[src/rtl/grass_scroll_render_if.sv]
// rtl/grass_scroll_render_if.sv - scan-position, sprite-ROM and pixel signals of grass_scroll_render
interface grass_scroll_render_if;
    logic       de;
    logic [9:0] hcnt;
    logic [9:0] vcnt;
    logic       frame_tick;
    logic       run;
    logic [8:0] rom_addr;
    logic [7:0] rom_data;
    logic [7:0] pix;
    logic       pix_valid;
    logic [4:0] scroll_offset;

    modport master (
        output de, hcnt, vcnt, frame_tick, run, rom_data,
        input  rom_addr, pix, pix_valid, scroll_offset
    );

    modport slave (
        input  de, hcnt, vcnt, frame_tick, run, rom_data,
        output rom_addr, pix, pix_valid, scroll_offset
    );
endinterface

[src/rtl/grass_scroll_render.sv]
// rtl/grass_scroll_render.sv - tiles and scrolls the grass sprite across a screen band, 3-clock pixel pipeline
// GRASS_SCROLL_EN enables the per-frame scroll offset; without it the grass is static.
module grass_scroll_render #(
    parameter int TILE_W   = 20,
    parameter int TILE_H   = 20,
    parameter int GRASS_Y0 = 460,
    parameter int SPEED    = 1
) (
    input  logic                 clka,
    input  logic                 rsta_n,
    grass_scroll_render_if.slave bus
);
    localparam logic [9:0] Y_FIRST  = 10'(GRASS_Y0);
    localparam logic [9:0] Y_END    = 10'(GRASS_Y0 + TILE_H);
    localparam logic [4:0] COL_LAST = 5'(TILE_W - 1);
    localparam logic [8:0] ROW_STEP = 9'(TILE_W);

    logic [4:0] offset;

`ifdef GRASS_SCROLL_EN
    logic [5:0] off_sum;

    // SPEED < TILE_W, so one conditional subtract is a full modulo
    always_comb begin
        off_sum = {1'b0, offset} + 6'(SPEED);
        if (off_sum >= 6'(TILE_W)) begin
            off_sum = off_sum - 6'(TILE_W);
        end
    end

    always_ff @(posedge clka or negedge rsta_n) begin
        if (!rsta_n) begin
            offset <= 5'd0;
        end else if (bus.frame_tick && bus.run) begin
            offset <= off_sum[4:0];
        end
    end
`else
    assign offset = 5'd0;
`endif

    logic       row_in;
    logic       band;
    logic [4:0] col;
    logic [4:0] col_n;
    logic [8:0] row_base;
    logic [8:0] base_n;
    logic [9:0] vcnt_q;
    logic [2:0] vld;
    logic [8:0] addr_r;
    logic [7:0] pix_r;
    logic       pix_valid_r;

    assign row_in = (bus.vcnt >= Y_FIRST) && (bus.vcnt < Y_END);
    assign band   = bus.de && row_in;

    // The column counter loading at hcnt==0 is the line latch: a mid-line
    // offset change cannot reach it until the next line start.
    always_comb begin
        col_n = (col == COL_LAST) ? 5'd0 : col + 5'd1;
        if (bus.hcnt == 10'd0) begin
            col_n = offset;
        end
        base_n = row_base;
        if (bus.vcnt == Y_FIRST) begin
            base_n = 9'd0;
        end else if (row_in && (bus.vcnt != vcnt_q)) begin
            base_n = row_base + ROW_STEP;
        end
    end

    // vld[0]: sampled, vld[1]: address out, vld[2]: ROM byte returning
    always_ff @(posedge clka or negedge rsta_n) begin
        if (!rsta_n) begin
            col         <= 5'd0;
            row_base    <= 9'd0;
            vcnt_q      <= 10'd0;
            vld         <= 3'b000;
            addr_r      <= 9'd0;
            pix_r       <= 8'h00;
            pix_valid_r <= 1'b0;
        end else begin
            col         <= col_n;
            row_base    <= base_n;
            vcnt_q      <= bus.vcnt;
            vld         <= {vld[1:0], band};
            addr_r      <= vld[0] ? (row_base + {4'd0, col}) : 9'd0;
            pix_r       <= vld[2] ? bus.rom_data : 8'h00;
            pix_valid_r <= vld[2];
        end
    end

    assign bus.rom_addr      = addr_r;
    assign bus.pix           = pix_r;
    assign bus.pix_valid     = pix_valid_r;
    assign bus.scroll_offset = offset;
endmodule

[src/flat_wrapper.sv]
// flat-port wrapper written by rule: the top's interface ports become plain ports
module grass_scroll_render_flat 
#(
    parameter int TILE_W   = 20,
    parameter int TILE_H   = 20,
    parameter int GRASS_Y0 = 460,
    parameter int SPEED    = 1
)
  (clka, rsta_n, bus_de, bus_hcnt, bus_vcnt, bus_frame_tick, bus_run, bus_rom_data, bus_rom_addr, bus_pix, bus_pix_valid, bus_scroll_offset);
  grass_scroll_render_if bus_i ();
  input  logic clka;
  input  logic rsta_n;
  input wire logic [$bits(bus_i.de)-1:0] bus_de;
  input wire logic [$bits(bus_i.hcnt)-1:0] bus_hcnt;
  input wire logic [$bits(bus_i.vcnt)-1:0] bus_vcnt;
  input wire logic [$bits(bus_i.frame_tick)-1:0] bus_frame_tick;
  input wire logic [$bits(bus_i.run)-1:0] bus_run;
  input wire logic [$bits(bus_i.rom_data)-1:0] bus_rom_data;
  output wire logic [$bits(bus_i.rom_addr)-1:0] bus_rom_addr;
  output wire logic [$bits(bus_i.pix)-1:0] bus_pix;
  output wire logic [$bits(bus_i.pix_valid)-1:0] bus_pix_valid;
  output wire logic [$bits(bus_i.scroll_offset)-1:0] bus_scroll_offset;
  assign bus_i.de = bus_de;
  assign bus_i.hcnt = bus_hcnt;
  assign bus_i.vcnt = bus_vcnt;
  assign bus_i.frame_tick = bus_frame_tick;
  assign bus_i.run = bus_run;
  assign bus_i.rom_data = bus_rom_data;
  assign bus_rom_addr = bus_i.rom_addr;
  assign bus_pix = bus_i.pix;
  assign bus_pix_valid = bus_i.pix_valid;
  assign bus_scroll_offset = bus_i.scroll_offset;
  grass_scroll_render #(.TILE_W(TILE_W), .TILE_H(TILE_H), .GRASS_Y0(GRASS_Y0), .SPEED(SPEED)) u_core (.clka(clka), .rsta_n(rsta_n), .bus(bus_i));
endmodule
[config.mk]
export PLATFORM = sky130hd
export DESIGN_NAME = grass_scroll_render_flat
export DESIGN_NICKNAME = d
export VERILOG_FILES = /design/src/rtl/grass_scroll_render_if.sv /design/src/rtl/grass_scroll_render.sv /design/src/flat_wrapper.sv
export SDC_FILE = /design/constraint.sdc
export NUM_CORES = 1
export LEC_CHECK = 0
export ABC_AREA = 0
export BUFFER_PORTS_ARGS = -buffer_cell sky130_fd_sc_hd__buf_2
export CELL_PAD_IN_SITES_DETAIL_PLACEMENT = 1
export CELL_PAD_IN_SITES_GLOBAL_PLACEMENT = 1
export CORE_ASPECT_RATIO = 1.5
export CORE_UTILIZATION = 38
export CTS_CLUSTER_DIAMETER = 200
export DETAILED_ROUTE_END_ITERATION = 7
export PLACE_DENSITY = 0.87
export SYNTH_ARGS = -nofsm -noshare
export SYNTH_HDL_FRONTEND = slang
export SYNTH_SLANG_ARGS = --single-unit
[constraint.sdc]
create_clock -name clka -period 2.24 [get_ports clka]
set_input_delay 0.224 -clock clka [delete_from_list [all_inputs] [get_ports clka]]
set_output_delay 0.224 -clock clka [all_outputs]
set_load 0.02 [all_outputs]
# Word-level counts from Yosys, hierarchy flattened

Index checks and enable logic that the tools add are counted.

$add $sub $neg: 3
Multipliers: 0
Div/mod/pow operators: 0
Magnitude comparators: 2
Equal/unequal tests: 3
Shift-type cells: 0
Muxes and demuxes: 6
Bitwise logic cells: 0
Reduce and logical (&&, ||, !) cells: 5

Operators by type and width:

| operator                                                                             | count |
|---|---|
| 9-bit 2-to-1 mux                                                                     | 3 |
| 10-bit by 9-bit equality test with 1-bit output, second input constant               | 1 |
| 10-bit by 9-bit greater-or-equal comparator with 1-bit output, second input constant | 1 |
| 10-bit zero test                                                                     | 1 |
| 10-bit by 9-bit < comparator with 1-bit output, second input constant                | 1 |
| 5-bit 2-to-1 mux                                                                     | 2 |
| 10-bit != test                                                                       | 1 |
| 9-bit by 5-bit adder with 9-bit output                                               | 1 |
| 9-bit by 5-bit adder with 9-bit output, second input constant                        | 1 |
| 8-bit 2-to-1 mux                                                                     | 1 |
| 5-bit by 1-bit adder with 5-bit output, second input constant                        | 1 |
| 5-bit equality test, second input constant                                           | 1 |
| 1-bit logical AND                                                                    | 3 |
| 2-bit nonzero test                                                                   | 1 |

Register bits after elaboration: 45
Latch bits: 0
Memory bits (writable): 0
Bits in read-only memories: 0
Input bits: 33
Output and inout bits: 23
Word-level logic and storage cells: 26
Memories kept: 0

# Logic depth before layout (Yosys ltp)

Gate-level depths: netlist of the first run.

Word-level depth: 5
Mapped depth: 6
Mapped depth without buffers: 6

# Least setup slack after synthesis of the first run

No wires, ideal clock.

Path kind: register to register
Start: reg u_core.row_base[3]
End: reg u_core.addr_r[6], in the netlist u_core.bus.rom_addr[6]
Setup time: 119 ps
Arrival time: 1516 ps
Data required time: 2121 ps
Slack: 605 ps
Stages on the path, launching flop included: 7
Path buffers: 0
Clock period less this slack: 1635 ps
Cells stage by stage: dfrtp_1 > ha_1 > a21o_1 > a21oi_1 > nand2b_1 > xnor2_1 > and2_1

Longest elaborated chain between the ends: 2

Ends and longest elaborated chain:

| item                                   | RTL line                  | RTL |
|---|---|---|
| start, declared                        | grass_scroll_render.sv:46 | `logic [8:0] row_base;` |
| start signal, assigned                 | grass_scroll_render.sv:84 | `row_base <= base_n;` |
| 9-bit by 5-bit adder with 9-bit output | grass_scroll_render.sv:87 | `addr_r <= vld[0] ? (row_base + {4'd0, col}) : 9'd0;` |
| 9-bit 2-to-1 mux                       | grass_scroll_render.sv:87 |  |
| end signal, assigned                   | grass_scroll_render.sv:87 |  |
| end, declared                          | grass_scroll_render.sv:50 | `logic [8:0] addr_r;` |

No other way between the ends.
A chain may end at the register's enable or synchronous reset.

# Final worst setup path of the first run

Start: reg u_core.col[3]
End: reg u_core.addr_r[6], in the netlist u_core.bus.rom_addr[6]

Longest elaborated chain between the ends: 2

Ends and longest elaborated chain:

| item                                   | RTL line                  | RTL |
|---|---|---|
| start, declared                        | grass_scroll_render.sv:44 | `logic [4:0] col;` |
| start signal, assigned                 | grass_scroll_render.sv:83 | `col <= col_n;` |
| 9-bit by 5-bit adder with 9-bit output | grass_scroll_render.sv:87 |  |
| 9-bit 2-to-1 mux                       | grass_scroll_render.sv:87 |  |

No other way between the ends.

==> results of run 1 <==
report_power, final:
| group | switching (mW) | internal [mW] | total, mW |
|---|---|---|---|
| clock | 0.255 | 0.445 | 0.700 |
| sequential | 0.0965 | 0.856 | 0.953 |
| combinational | 0.200 | 0.167 | 0.367 |
through the flow:
step / instance area (um^2) / hold WS [ns] / total power [mW] / util / setup slack (ns)
6_report: 2200 / 0.0624 / 2.02 / 0.489 / 0.386
5_1_grt: 2200 / 0.0757 / 2.12 / 0.489 / 0.262
2_1_floorplan: 1800 / -0.0716 / 1.20 / - / 0.605
4_1_cts: 2200 / 0.0781 / 2.04 / 0.489 / 0.356
3_3_place_gp: 2070 / 0.334 / 1.30 / 0.459 / 0.462
3_5_place_dp: 2070 / 0.347 / 1.33 / 0.459 / 0.390
worst max path at each step:
stage                  startpoint                endpoint  cells past startpoint  slack (ns)
5_1_grt             u_core.col[3]  u_core.bus.rom_addr[6]                      6        0.26
6_report            u_core.col[3]  u_core.bus.rom_addr[6]                      6        0.39
3_3_place_gp   u_core.row_base[3]  u_core.bus.rom_addr[6]                      6        0.46
2_1_floorplan  u_core.row_base[3]  u_core.bus.rom_addr[6]                      6        0.60
3_5_place_dp   u_core.row_base[3]  u_core.bus.rom_addr[6]                      6        0.39
4_1_cts             u_core.col[3]  u_core.bus.rom_addr[6]                      6        0.36
final cells by class:
class / count / area, um^2 / share of cell area
sequential: 43 / 1080 / 0.489
tap: 48 / 60.1 / 0.0273
timing repair buffer: 50 / 255 / 0.116
clock inverter: 2 / 60.1 / 0.0273
inverter: 1 / 3.75 / 0.00170
clock buffer: 6 / 72.6 / 0.0330
multi-input combinational: 98 / 674 / 0.306
sequential cells by signal, indices dropped and copies added, names as in the netlist:
signal / flops
u_core.bus.pix: 8
u_core.bus.pix_valid: 1
u_core.bus.rom_addr: 9
u_core.col: 5
u_core.row_base: 7
u_core.vcnt_q: 10
u_core.vld: 3
synth_stat cells (all sizes together):
master,instances
nand2,2
buf,6
nand4,2
o31ai,2
nand2b,2
o21bai,1
and3,1
nor4,1
or3,6
o21ai,7
a21boi,2
and2,15
mux2i,1
a21o,1
nor2,8
or4,3
dfrtp,43
a21oi,8
a31o,1
xor2,5
inv,1
conb,1
nand3,4
ha,5
xnor2,12
nand4b,1
nor3,3
logic make-up (layout without fill, tap and decap cells):
logic type / after synthesis / after routing / share of synthesized area
AND/OR/NAND/NOR: 48 / 48 / 0.168
flip-flops: 43 / 43 / 0.602
AO/OA/AOI/OAI: 22 / 22 / 0.0749
XOR/XNOR: 17 / 17 / 0.0833
buffers and inverters: 7 / 59 / 0.0294
adder cells (fa/ha/maj): 5 / 5 / 0.0350
other: 1 / 5 / 0.00210
multiplexers: 1 / 1 / 0.00560
layer usage:
metal	global-route usage	share of wire	vias up
met5	0	0	-
met4	0.0649	0.017	0
met3	0.0407	0.061	5
met2	0.295	0.57	44
met1	0.153	0.35	617
li1	-	-	589
worst max-delay path, stage by stage, from the launching register on:
cell and delay [ns]:
dfrtp_1 0.43, ha_1 0.33, a21o_1 0.21, a21oi_1 0.34, nand2b_1 0.19, xnor2_1 0.07, and2_1 0.16
==> key figures, run 1 <==
Placed design
  • PortBufs: 48
  • Gpl congestion: 0.754
  • Post-DP HPWL: 2.59 mm
  • Placed Cells: 240

Floorplan
  • Rows: 30
  • Starting Density: 0.397
  • Die Width: between 50 and 60 um
  • I/O pin count: 56
  • Die height: around 86 um
  • Core Box Area: 4500 um^2
  • Full die area: between 4000 and 5000 um^2

Final layout
  • Commonest non-fill, non-tap cells in the layout: buf_2 (48), dfrtp_1 (43), and2_1 (14), xnor2_1 (12)
  • Layout area overhead: 23.2%
  • Most common cell after layout, fill and taps aside: buf_2
  • Fill cell count: 512
  • Post-layout net count: approximately 240
  • Finished Layout Cells: 248
  • Diodes inserted: 0
  • Fraction of layout cells with a size suffix above 1: 0.310

Critical path
  • Worst reg-to-reg path cell count: 6
  • CP Launch Type: flop
  • Setup slack, reg-to-reg: 0.39 ns
  • WP data arrival: 2.04 ns
  • Worst r2r src: u_core.col[3]
  • Setup CP Type: reg2reg
  • CP required: 2.43 ns
  • Crit path max fanout: 6
  • Critical Path End Type: flop
  • RR Endpoint: u_core.bus.rom_addr[6]

Routing
  • Drt drc: 6
  • Via/cell ratio: between 5 and 6
  • Post-DRT Antenna Nets: 0
  • Final wirelength: 3.46 mm
  • Wire per inst: 13.9 um
  • Initial DRC count: 29
  • Drt pass-1 iters: 6
  • Vias: 1255

STA
  • Total negative slack: 0 ns
  • Fmax: around 540 MHz
  • Fin crit share: 0.828
  • RSZ-0062 raised after global routing: false
  • Post-Route Skew: 0.0116 ns
  • Tmin final: 1.85 ns
  • Slew margin rel.: 0.378
  • Slew @ Worst Pin: 0.933 ns
  • Final Hold Vio Count: 0
  • Setup violators final: 0
  • Final Max Tran Viols: 0

Clocking
  • Clock sinks: 43
  • CTS clock-pin slew for the worst setup and hold paths: around 0.08 ns
  • Number of buffers created by CTS: 5
  • H-tree depth: 2
  • Hold-fix buffers at CTS: 0
  • Worst-Skew Late Latency: 0.30 ns
  • Setup Fix Bufs, Post-CTS: 0
  • Post_cts resized: 0
  • CTS tree: yes
  • Clock root buffer: clkbuf_8
  • CTS max path bufs: 2

GRT
  • Vias in the first global route: 1282
  • Initial antenna violation count: 0
  • Global route overflow: 0
  • GRT Resource Usage Total: 0.155
  • First-pass GRT wire length: 5.78 mm
  • Largest net degree at the start of global routing: 44

Power
  • P_leak: 1.12 nW
  • Pwr Density: slightly above 900 nW/um^2
  • Maximum VDD drop: slightly above 500 uV

Logic synthesis
  • Syn avg cell area: 12.4 um^2
  • Synth Cell Area: 1790 um^2
  • Area contributors post-synth: dfrtp_1 (60%), xnor2_1 (5.9%), and2_1 (4.9%), ha_1 (3.5%), xor2_1 (2.4%)
  • Post-synth top area cell: dfrtp_1
  • Post-Synthesis Cells: 144
  • Netlist cell types: 31
  • Seq cells post-synth: 43
  • Yosys warns: 0
  • Yosys top cell area share: 0.602
  • Sequential area share after synthesis: 0.602

Status
  • Failing checks: design-rule violations
  • Status: complete, but fails checks

Run
  • Max_cap viols: 0

Worst hold path
  • Worst hold path type: in2async
(Power assumes the default switching activity.)
==> run 2: changes to the inputs <==
clock period = 1.9 ns   (was 2.24 ns; I/O delays follow)
==> run 2 against run 1 <==
Effect of this change:
- the run still ends with design-rule violations left
- clock power decreased by 16%
- setup slack got worse by 0.21 ns
- non-clock buffer count increased by 2
- global-route usage increased by 0.31 points
- die area unchanged
==> key figures, run 2 (synthesis results as in run 1) <==
Status
  • Status: complete, but fails checks
  • Failing checks: design-rule violations

STA
  • Setup violators final: 0 (unchanged)
  • Final Hold Vio Count: 0 (unchanged)
  • Fmax: 579 MHz (+7.3%)
  • Tmin final: 1.73 ns (-0.126 ns)
  • Post-Route Skew: 0.00678 ns (-0.00479 ns)
  • Total negative slack: 0 ns (unchanged)
  • Fin crit share: 0.909 (+0.0816)
  • Hold slack: 0.0362 ns (-0.0261 ns)
  • RSZ-0062 raised after global routing: false
  • Final Max Tran Viols: 0 (unchanged)

Critical path
  • Slowest CP cell: dfrtp_1
  • CP Cell Sequence: ha_1, a21o_1, a21oi_2, nand2b_1, xnor2_1, and2_1
  • Buf/Inv on CP: 0 (unchanged)
  • RR Endpoint: u_core.bus.rom_addr[6]
  • Setup CP Type: reg2reg
  • CP required: 2.09 ns (-0.34 ns)
  • Top delay family on crit path: compound AO/OA/AOI/OAI gates
  • CP Launch Type: flop
  • Worst Setup SP: u_core.row_base[3]
  • Worst r2r src: u_core.row_base[3]
  • Setup slack, reg-to-reg: 0.17 ns (-0.21 ns)
  • Crit path max fanout: 6 (unchanged)
  • Critical Path End Type: flop
  • Max incr delay on CP: 0.43 ns (about the same)
  • WP data arrival: 1.92 ns (-0.12 ns)
  • Worst reg-to-reg path cell count: 6 (unchanged)

Routing
  • Initial DRC count: 31 (+6.9%)
  • Wire per inst: 13.6 um (-2.2%)
  • Drt pass-1 iters: 5 (-1)
  • Final wirelength: 3.41 mm (-1.4%)
  • Post-DRT Antenna Nets: 0 (unchanged)
  • Vias: 1238 (-1.4%)
  • Drt drc: 6 (unchanged)
  • Via/cell ratio: 4.95 (-2.1%)

Final layout
  • Max reg flops: 10 (unchanged)
  • Biggest register: u_core.vcnt_q
  • Multi-input logic area: 678 um^2 (+0.56%)
  • Layout area overhead: 22.9%
  • Fill cell count: 524 (+2.3%)
  • Fraction of layout cells with a size suffix above 1: 0.322 (+0.0118)
  • Post-layout net count: 239 (+0.84%)
  • Commonest non-fill, non-tap cells in the layout: buf_2 (48), dfrtp_1 (43), and2_1 (14), xnor2_1 (12), nor2_1 (8)
  • Cell area after layout: 2200 um^2 (-0.23%)
  • Register Area: 1080 um^2 (unchanged)
  • Diodes inserted: 0 (unchanged)
  • Most common cell after layout, fill and taps aside: buf_2

Power
  • P_leak: 1.12 nW (-0.62%)
  • Pwr Density: 979 nW/um^2 (+6.7%)
  • Maximum VDD drop: 384 uV (-24%)

Floorplan
  • Rows: 30 (unchanged)
  • Die Width: 58.0 um (unchanged)
  • Full die area: 4990 um^2 (unchanged)
  • Starting Density: 0.397 (unchanged)
  • I/O pin count: 56 (unchanged)
  • Core Box Area: 4500 um^2 (unchanged)
  • Die height: 86.0 um (unchanged)

Placed design
  • Post-place instance area: 2090 um^2 (+0.97%)
  • PortBufs: 48 (unchanged)
  • Post-DP HPWL: 2.69 mm (+3.9%)
  • Gpl congestion: 0.680 (-9.9%)

Clocking
  • CTS tree: yes
  • Clock root buffer: clkbuf_8
  • Setup Fix Bufs, Post-CTS: 0 (unchanged)
  • Number of buffers created by CTS: 5 (unchanged)
  • Worst-Skew Late Latency: 0.30 ns (about the same)
  • H-tree depth: 2 (unchanged)
  • CTS max path bufs: 2 (unchanged)
  • CTS clock-pin slew for the worst setup and hold paths: 0.08 ns (about the same)
  • Clock sinks: 43 (unchanged)

GRT
  • Initial antenna violation count: 0 (unchanged)
  • Global route overflow: 0 (unchanged)
  • Vias in the first global route: 1290 (+0.62%)
  • First-pass GRT wire length: 5.81 mm (+0.59%)
  • Largest net degree at the start of global routing: 23 (-48%)
  • GRT Resource Usage Total: 0.158 (+0.00313)

Worst hold path
  • Worst hold path type: in2reg
  • Hold Crit Start: bus_vcnt[1]
  • Worst hold path depth: 1
  • Hold Path Sink: u_core.vcnt_q[1]

Run
  • Max_cap viols: 0 (unchanged)
[run 2: cell count changes in the layout (fill, tap and decap cells not counted), sizes merged]
cell / previous run / this run
clkinv: 0 / 2
clkbuf: 6 / 5
bufinv: 2 / 0
dlygate4sd3: 0 / 1
buf: 50 / 51
clkinvlp: 0 / 1
[run 2: repair_timing]
item	in CTS	in global routing
setup endpoints to repair	0	1
hold buffers	1	0
gates resized for setup	0	1
endpoints found under the hold margin	21	0
[run 2: layer usage]
metal,up-vias,global-route usage,part of all wire
met2,44,0.281,0.56
met3,6,0.0558,0.059
li1,595,-,-
met1,593,0.160,0.36
met5,-,0,0
met4,0,0.0779,0.021
[run 2: final cells by class]
type	count	share of cell area
clock buffers	5	0.0313
clock inverters	3	0.0114
inverters	1	0.00171
multi-input cells	98	0.309
flip-flops and latches	43	0.490
well taps	48	0.0273
repair buffers	52	0.130
[run 2: worst max path at each step]
stage | endpoint | slack [ns] | depth (start not counted)
2_1_floorplan | u_core.bus.rom_addr[6] | 0.26 | 6
3_3_place_gp | u_core.bus.rom_addr[6] | 0.12 | 6
3_5_place_dp | u_core.bus.rom_addr[6] | 0.07 | 6
4_1_cts | u_core.bus.rom_addr[6] | 0.05 | 6
5_1_grt | u_core.bus.rom_addr[6] | 0.09 | 6
6_report | u_core.bus.rom_addr[6] | 0.17 | 6
[run 2: worst reg2reg max path: stages (launching register included)]
cell      delay [ns]
dfrtp_1         0.43
ha_1            0.33
a21o_1          0.22
a21oi_2         0.24
nand2b_1        0.17
xnor2_1         0.07
and2_1          0.16
[run 2: through the flow]
stage               power, mW  utilization  setup WS, ns  std cells
global route             2.29        0.488        0.0891        250
global placement         1.54        0.464         0.119        241
CTS                      2.18        0.487        0.0479        250
finish                   2.15        0.488         0.172        250
detailed placement       1.57        0.464        0.0668        241
floorplan                1.42            -         0.265        148
[run 2: power by group]
part,internal (mW),leakage [nW],switching (mW)
Clock,0.262,0.0443,0.325
Combinational,0.207,0.508,0.236
Sequential,1.01,0.564,0.110
==> run 3: changes to the inputs <==
CELL_PAD_IN_SITES_DETAIL_PLACEMENT = default   (was 1)
CELL_PAD_IN_SITES_GLOBAL_PLACEMENT = default   (was 1)
CTS_BUF_LIST = sky130_fd_sc_hd__clkbuf_16   (was default)
PLACE_DENSITY = 0.72   (was 0.87)
==> run 3 against run 2 <==
Effect of this change:
- critical endpoint unchanged
- wire length fell by 18%
- the run still ends with design-rule violations left
- fmax fell by 2.7%
- sequential power barely moved
- clock skew fell by 0.0043 ns
- final area rose by 2.4%
==> key figures, run 3 (synthesis results as in run 1) <==
Routing
  • Drt pass-1 iters: 7 (+2)
  • Wire per inst: 11.2 um (-18%)
  • Initial DRC count: 28 (-9.7%)
  • Post-DRT Antenna Nets: 0 (unchanged)
  • Final wirelength: 2.81 mm (-18%)
  • Vias: 1214 (-1.9%)
  • Via/cell ratio: 4.86 (-1.9%)
  • Drt drc: 6 (unchanged)

Final layout
  • Finished Layout Cells: 250 (unchanged)
  • Fraction of layout cells with a size suffix above 1: 0.317 (-0.00495)
  • Post-layout net count: 239 (unchanged)
  • Layout area overhead: 25.8%
  • Cell area after layout: 2250 um^2 (+2.4%)
  • Fill cell count: 408 (-22%)
  • Commonest non-fill, non-tap cells in the layout: buf_2 (48), dfrtp_1 (43), and2_1 (14), xnor2_1 (12)
  • Diodes inserted: 0 (unchanged)
  • Max reg flops: 10 (unchanged)
  • Biggest register: u_core.vcnt_q
  • Most common cell after layout, fill and taps aside: buf_2

Clocking
  • H-tree depth: 2 (unchanged)
  • Clock sinks: 43 (unchanged)
  • Clock root buffer: clkbuf_16
  • Worst-Skew Late Latency: 0.28 ns (-0.02 ns)
  • Setup Fix Bufs, Post-CTS: 0 (unchanged)
  • CTS clock-pin slew for the worst setup and hold paths: 0.06 ns (-0.02 ns)
  • Number of buffers created by CTS: 5 (unchanged)
  • CTS max path bufs: 2 (unchanged)
  • Hold-fix buffers at CTS: 1 (unchanged)
  • Post_cts resized: 0 (unchanged)
  • CTS tree: yes

STA
  • Final Hold Vio Count: 0 (unchanged)
  • Final Max Tran Viols: 0 (unchanged)
  • Fin crit share: 0.935 (+0.0257)
  • Setup violators final: 0 (unchanged)
  • Final WS setup: 0.123 ns (-0.0488 ns)
  • Tmin final: 1.78 ns (+0.0488 ns)
  • Fmax: 563 MHz (-2.7%)
  • Hold slack: 0.0617 ns (+0.0255 ns)
  • Post-Route Skew: 0.00251 ns (-0.00426 ns)
  • RSZ-0062 raised after global routing: false
  • Total negative slack: 0 ns (unchanged)

Critical path
  • Worst Setup SP: u_core.row_base[3]
  • CP Launch Type: flop
  • Worst r2r src: u_core.row_base[3]
  • Crit path max fanout: 6 (unchanged)
  • Setup CP Type: reg2reg
  • Critical Path End Type: flop
  • CP required: 2.07 ns (-0.02 ns)
  • WP data arrival: 1.95 ns (+0.03 ns)

Worst hold path
  • Worst hold path type: in2reg
  • Hold Crit Start: bus_vcnt[1]

Status
  • Failing checks: design-rule violations
  • Status: complete, but fails checks

GRT
  • Initial antenna violation count: 0 (unchanged)
  • Global route overflow: 0 (unchanged)
  • Largest net degree at the start of global routing: 24 (+4.3%)
  • GRT Resource Usage Total: 0.126 (-0.0327)
  • Vias in the first global route: 1098 (-15%)
  • First-pass GRT wire length: 4.80 mm (-17%)

Floorplan
  • Die height: 86.0 um (unchanged)
  • I/O pin count: 56 (unchanged)
  • Starting Density: 0.397 (unchanged)
  • Full die area: 4990 um^2 (unchanged)
  • Core Box Area: 4500 um^2 (unchanged)
  • Rows: 30 (unchanged)
  • Die Width: 58.0 um (unchanged)

Power
  • P_leak: 1.14 nW (+2.2%)
  • Pwr Density: 1050 nW/um^2 (+6.9%)
  • Maximum VDD drop: 663 uV (+73%)

Run
  • Max_cap viols: 0 (unchanged)

Placed design
  • Post-DP HPWL: 2.14 mm (-20%)
  • Placed Cells: 241 (unchanged)
  • Post-place instance area: 2090 um^2 (unchanged)
  • Pre-CTS setup slack: 0.117 ns (+0.0498 ns)
  • PortBufs: 48 (unchanged)
  • Gpl congestion: 0.723 (+6.4%)
-- run 3: cell counts in the layout (fill, tap and decap cells not counted) --
Identical to the previous run, type by type.
-- run 3: final cells by class --
| cell class | count | area (um^2) | share of cell area |
|---|---|---|---|
| multi-input cells | 98 | 674 | 0.300 |
| clock buffers | 5 | 125 | 0.0556 |
| repair buffers | 52 | 285 | 0.127 |
| well taps | 48 | 60.1 | 0.0267 |
| inverters | 1 | 3.75 | 0.00167 |
| flip-flops and latches | 43 | 1080 | 0.478 |
| clock inverters | 3 | 25.0 | 0.0111 |
-- run 3: final timing paths --
path / endpoint / slack [ns] / cells past startpoint
worst max-delay path: u_core.bus.rom_addr[6] / 0.12 / 6
worst min-delay path: u_core.vcnt_q[1] / 0.06 / 1
worst max register to register: u_core.bus.rom_addr[6] / 0.12 / 6
worst min register to register: u_core.vld[2] / 0.35 / 0
max in group asynchronous: u_core.col[4] / 1.02 / 3
min in group asynchronous: u_core.bus.rom_addr[7] / 0.40 / 2
-- run 3: power by group --
| part | internal (mW) | switching (mW) | total, mW | leakage, nW |
|---|---|---|---|---|
| logic | 0.198 | 0.213 | 0.411 | 0.507 |
| clock network | 0.490 | 0.336 | 0.826 | 0.0700 |
| registers | 1.01 | 0.104 | 1.12 | 0.564 |
| total | 1.70 | 0.653 | 2.35 | 1.14 |
-- run 3: stage by stage --
| step | utilization | total power [mW] |
|---|---|---|
| floorplan | - | 1.42 |
| global placement | 0.464 | 1.53 |
| detailed placement | 0.464 | 1.55 |
| CTS | 0.499 | 2.39 |
| global route | 0.499 | 2.49 |
| finish | 0.499 | 2.35 |
-- run 3: critical path: stages, from the launching register on --
cell and delay (ns):
dfrtp_1 0.41, ha_1 0.33, a21o_1 0.20, a21oi_1 0.33, nand2b_1 0.19, xnor2_1 0.06, and2_1 0.15
-- run 3: metal layers --
layer,GRT usage,vias up,share of wire
met3,0.0407,5,0.068
met1,0.137,565,0.39
met4,0.0519,0,0.015
met5,0,-,0
li1,-,598,-
met2,0.219,46,0.53
